===== config.mk =====
export PLATFORM = sky130hd
export DESIGN_NAME = sr_poll
export DESIGN_NICKNAME = d
export VERILOG_FILES = /design/src/rtl/sr_poll.sv
export SDC_FILE = /design/constraint.sdc
export NUM_CORES = 1
export LEC_CHECK = 0
export ABC_AREA = 1
export CORE_UTILIZATION = 35
export DETAILED_ROUTE_END_ITERATION = 16
export PLACE_DENSITY = 0.68
export SYNTH_ARGS = -nofsm -noshare
export SYNTH_HDL_FRONTEND = slang
export SYNTH_SLANG_ARGS = --single-unit

===== constraint.sdc =====
create_clock -name clk -period 3.44 [get_ports clk]
set_input_delay 0.516 -clock clk [delete_from_list [all_inputs] [get_ports clk]]
set_output_delay 0.516 -clock clk [all_outputs]
set_load 0.005 [all_outputs]

===== src/rtl/sr_poll.sv =====
// rtl/sr_poll.sv - periodic/on-demand status word poller over a req/ack read port
// Holds the last good status word for the Master Control decode, with timeout and freshness flags.
module sr_poll #(
    parameter int          POLL_INTERVAL = 1024,
    parameter int          TIMEOUT       = 256,
    parameter logic [31:0] SR_ADDR       = 32'h0000_0000
) (
    input  logic        clk,
    input  logic        rst_n,
    input  logic        enable,
    input  logic        poll_now,
    input  logic        clr_err,
    output logic        rd_req,
    output logic [31:0] rd_addr,
    input  logic        rd_ack,
    input  logic [31:0] rd_data,
    output logic [31:0] sr,
    output logic        sr_valid,
    output logic        sr_update,
    output logic        timeout_err
);

    localparam int IW = (POLL_INTERVAL > 2) ? $clog2(POLL_INTERVAL) : 1;
    localparam int TW = (TIMEOUT > 1) ? $clog2(TIMEOUT) : 1;
    localparam logic [IW-1:0] IC_LAST = IW'(POLL_INTERVAL - 1);
    localparam logic [TW-1:0] TC_LAST = TW'(TIMEOUT - 1);

    typedef enum logic [0:0] {
        IDLE = 1'b0,
        READ = 1'b1
    } state_t;

    state_t        state;
    state_t        state_nxt;
    logic [IW-1:0] ic;
    logic [TW-1:0] tc;
    logic          trigger;
    logic          ack_hit;
    logic          to_hit;

    // poll_now takes effect regardless of enable; the interval only runs while enabled
    assign trigger = (state == IDLE) && (poll_now || (enable && (ic == IC_LAST)));
    assign ack_hit = (state == READ) && rd_ack;
    assign to_hit  = (state == READ) && !rd_ack && (tc == TC_LAST);

    always_ff @(posedge clk or negedge rst_n) begin
        if (!rst_n) begin
            state <= IDLE;
        end else begin
            state <= state_nxt;
        end
    end

    always_comb begin
        state_nxt = state;
        case (state)
            IDLE: begin
                if (trigger) begin
                    state_nxt = READ;
                end
            end
            READ: begin
                if (ack_hit || to_hit) begin
                    state_nxt = IDLE;
                end
            end
            default: state_nxt = IDLE;
        endcase
    end

    always_comb begin
        rd_req  = 1'b0;
        rd_addr = '0;
        if (state == READ) begin
            rd_req  = 1'b1;
            rd_addr = SR_ADDR;
        end
    end

    // Interval counter sits at 0 outside IDLE so each IDLE visit starts a full interval
    always_ff @(posedge clk or negedge rst_n) begin
        if (!rst_n) begin
            ic <= '0;
        end else if ((state != IDLE) || !enable || trigger) begin
            ic <= '0;
        end else begin
            ic <= ic + 1'b1;
        end
    end

    always_ff @(posedge clk or negedge rst_n) begin
        if (!rst_n) begin
            tc <= '0;
        end else if (state != READ) begin
            tc <= '0;
        end else if (!rd_ack && (tc != TC_LAST)) begin
            tc <= tc + 1'b1;
        end
    end

    always_ff @(posedge clk or negedge rst_n) begin
        if (!rst_n) begin
            sr        <= 32'h0;
            sr_valid  <= 1'b0;
            sr_update <= 1'b0;
        end else begin
            sr_update <= ack_hit;
            if (ack_hit) begin
                sr       <= rd_data;
                sr_valid <= 1'b1;
            end
        end
    end

    // A timeout arriving with a clear keeps the flag set
    always_ff @(posedge clk or negedge rst_n) begin
        if (!rst_n) begin
            timeout_err <= 1'b0;
        end else if (to_hit) begin
            timeout_err <= 1'b1;
        end else if (clr_err) begin
            timeout_err <= 1'b0;
        end
    end

endmodule

==> qor.txt <==
Resized cells post-CTS: 0
CTS tree: yes
cell count after synthesis: 304
Peak VDD IR: 0.258 mV
cts bufs inserted: 5
WL/cell: 10.4 microns
antenna cells: 0
Syn Area/Cell: 8.38 sq um
die outline height: 87.3 microns
fmax: 486 MHz
Data required, critical path: 3.63 ns
Multi-input gate area: 986 sq um
CP max stage cell: nand2_2
largest net degree at the start of global routing: 35
CTS root buffer: clkbuf_8
largest cells by area after synthesis: dfrtp_1, nand2_1, buf_4, nor2_1, xor2_1
Cell Area, Synth: 0.00255 sq mm
share of the synthesized area in the top cell type: 53.0%
layout net count: 418
FFs w/ async S/R, synth: 100%
clk sinks: 54
Lkg Pwr: 1.63 nW
hold buffers post-CTS: 0
status: finished, final reports clean
CTS H-tree depth: 2
fillers: 689
Layout Area Growth over Synthesis: 30.4%
HPWL Detailed: 3550 microns
Final WS setup: 1.38 ns
Final Hold Viols: 0
Setup CP Type: in2reg
GRT Util Overall: 13.5%
worst slack, placed: 1.03 ns
dpl cells: 467
Least-Margin Pin Slew: 0.597 ns
crit path cell chain: clkdlybuf4s50_1 -> nand2_2 -> inv_2 -> or2_2
Final setup violation count: 0
Detailed Route WL: 4940 microns
final core utilization: 48.1%
clock latency on the worst-skew pair: 0.30 ns
Seq cells post-synth: 54
Final Skew: 0.00655 ns
ANT nets after route: 0
crit path max fanout: 34
unrepaired setup endpoints after global routing: no
vias in the first global route: 1,811
RD Place Congestion: 0.715
# Max-Cap Violations: 0
relative slew slack: 60.1%
Slew Limit Fails: 0
Critical path buffers and inverters: 2
Post CTS Setup Buffer Count: 0
first-pass GRT wire length: 8100 microns
Crit path max-delay family: buffers and inverters
Std-Cell Core Area: 0.00691 sq mm
drt drc: 0
Worst Setup End Kind: flop
grt ovf: 0
initial antenna violation count: 0
Synth area leader: dfrtp_1
initial core utilization: 36.9%
shortest period the worst path allows: 2.06 ns
Synth warnings: 0
die area: 0.00762 sq mm
Storage cell area: 0.00135 sq mm
vias: 1,984
Arrival @ worst endpoint: 2.25 ns
share of post-route cells with drive strength above 1: 4.76%
setup_tns: 0 ns
ys flop type: dfrtp_1
Hold WS: 0.193 ns
Worst Setup Start Kind: input port
Seq/Total Area, Yosys: 53.0%
clock-pin slew on the worst setup and hold paths: 0.09 ns
Rows: 30
dominant cell by count in the synthesized netlist: nand2_1
Vias per Instance: 4.19
Non-Filler Instances: 474
drt initial violations: 83
Post-synth EDFFs: 0
worst hold path type: in2async
Port-buffer cells: 73
Synth cell types: 26
boundary pin count: 106
DRT Pass-1 Iters: 4
CTS Buffer Depth: 2
Die Span X: 87.3 microns
Critical Path Max Stage Delay: 0.47 ns
Final period util: 59.8%
cell area power density: 453 mW/mm^2
Synth top cells by count: nand2_1, dfrtp_1, buf_4, nor2_1, inv_1
## metrics by stage
step,area (sq um),power [mW]
detailed placement,3240,1.19
floorplan,2660,0.964
CTS,3320,1.53
finish,3320,1.51
global placement,3240,1.18
global route,3320,1.60
## sequential cells by signal, summed over array words and instances (netlist names)
name	cells
ic	10
sr	32
sr_update	1
sr_valid	1
state	1
tc	8
timeout_err	1
## cell families (layout without fill, tap and decap cells)
group / count (synthesis) / after routing / synth area share [%]
AND/OR/NAND/NOR: 182 / 182 / 28.9
buffers and inverters: 51 / 94 / 12.8
XOR/XNOR: 8 / 8 / 2.75
flip-flops: 54 / 54 / 53.0
adder cells (fa/ha/maj): 2 / 2 / 0.982
other: 1 / 32 / 0.147
AO/OA/AOI/OAI: 6 / 6 / 1.33
## report_power, final
group / internal [mW] / switching, mW
Sequential: 0.729 / 0.0627
Combinational: 0.220 / 0.158
Clock: 0.140 / 0.196
Total: 1.09 / 0.417
## metal layers
layer  GRT usage [%]  routed length (microns)  vias up
li1                -                        -     1004
met1            17.0                     2230      904
met2            22.0                     2290       71
met3            4.74                      382        5
met4            3.58                       30        0
met5               0                        0        -
## worst reg2reg max path: stages, from the launching register on
cell,delay [ns]
dfrtp_1,0.49
nand2_2,0.49
inv_2,0.41
or2_2,0.38
## worst paths after layout
path	cells past startpoint	endpoint	slack (ns)	startpoint
min	1	ic[5]	0.19	rst_n
max	4	sr_valid	1.38	rd_ack
max in group asynchronous	2	sr[17]	2.46	rst_n
max reg2reg	3	sr_valid	1.55	state
min reg2reg	2	sr[13]	0.48	sr[13]
min in group clk	2	sr[13]	0.48	sr[13]
## final cells by class
type	instances	area share, %
timing repair buffer	74	22.1
sequential	54	40.7
multi-input combinational	230	29.7
inverter	13	1.54
tap	96	3.62
clock buffer	6	2.18
clock inverter	1	0.226
## layout by cell type (no fill, tap or decap), drive strengths merged, types with 6 or more instances in the layout
master	instances
xor2	6
clkbuf	6
nor2	25
conb	32
inv	13
nand3	8
nand2	143
clkdlybuf4s50	72
dfrtp	54
Note: power is estimated with default switching activity, not from simulation.
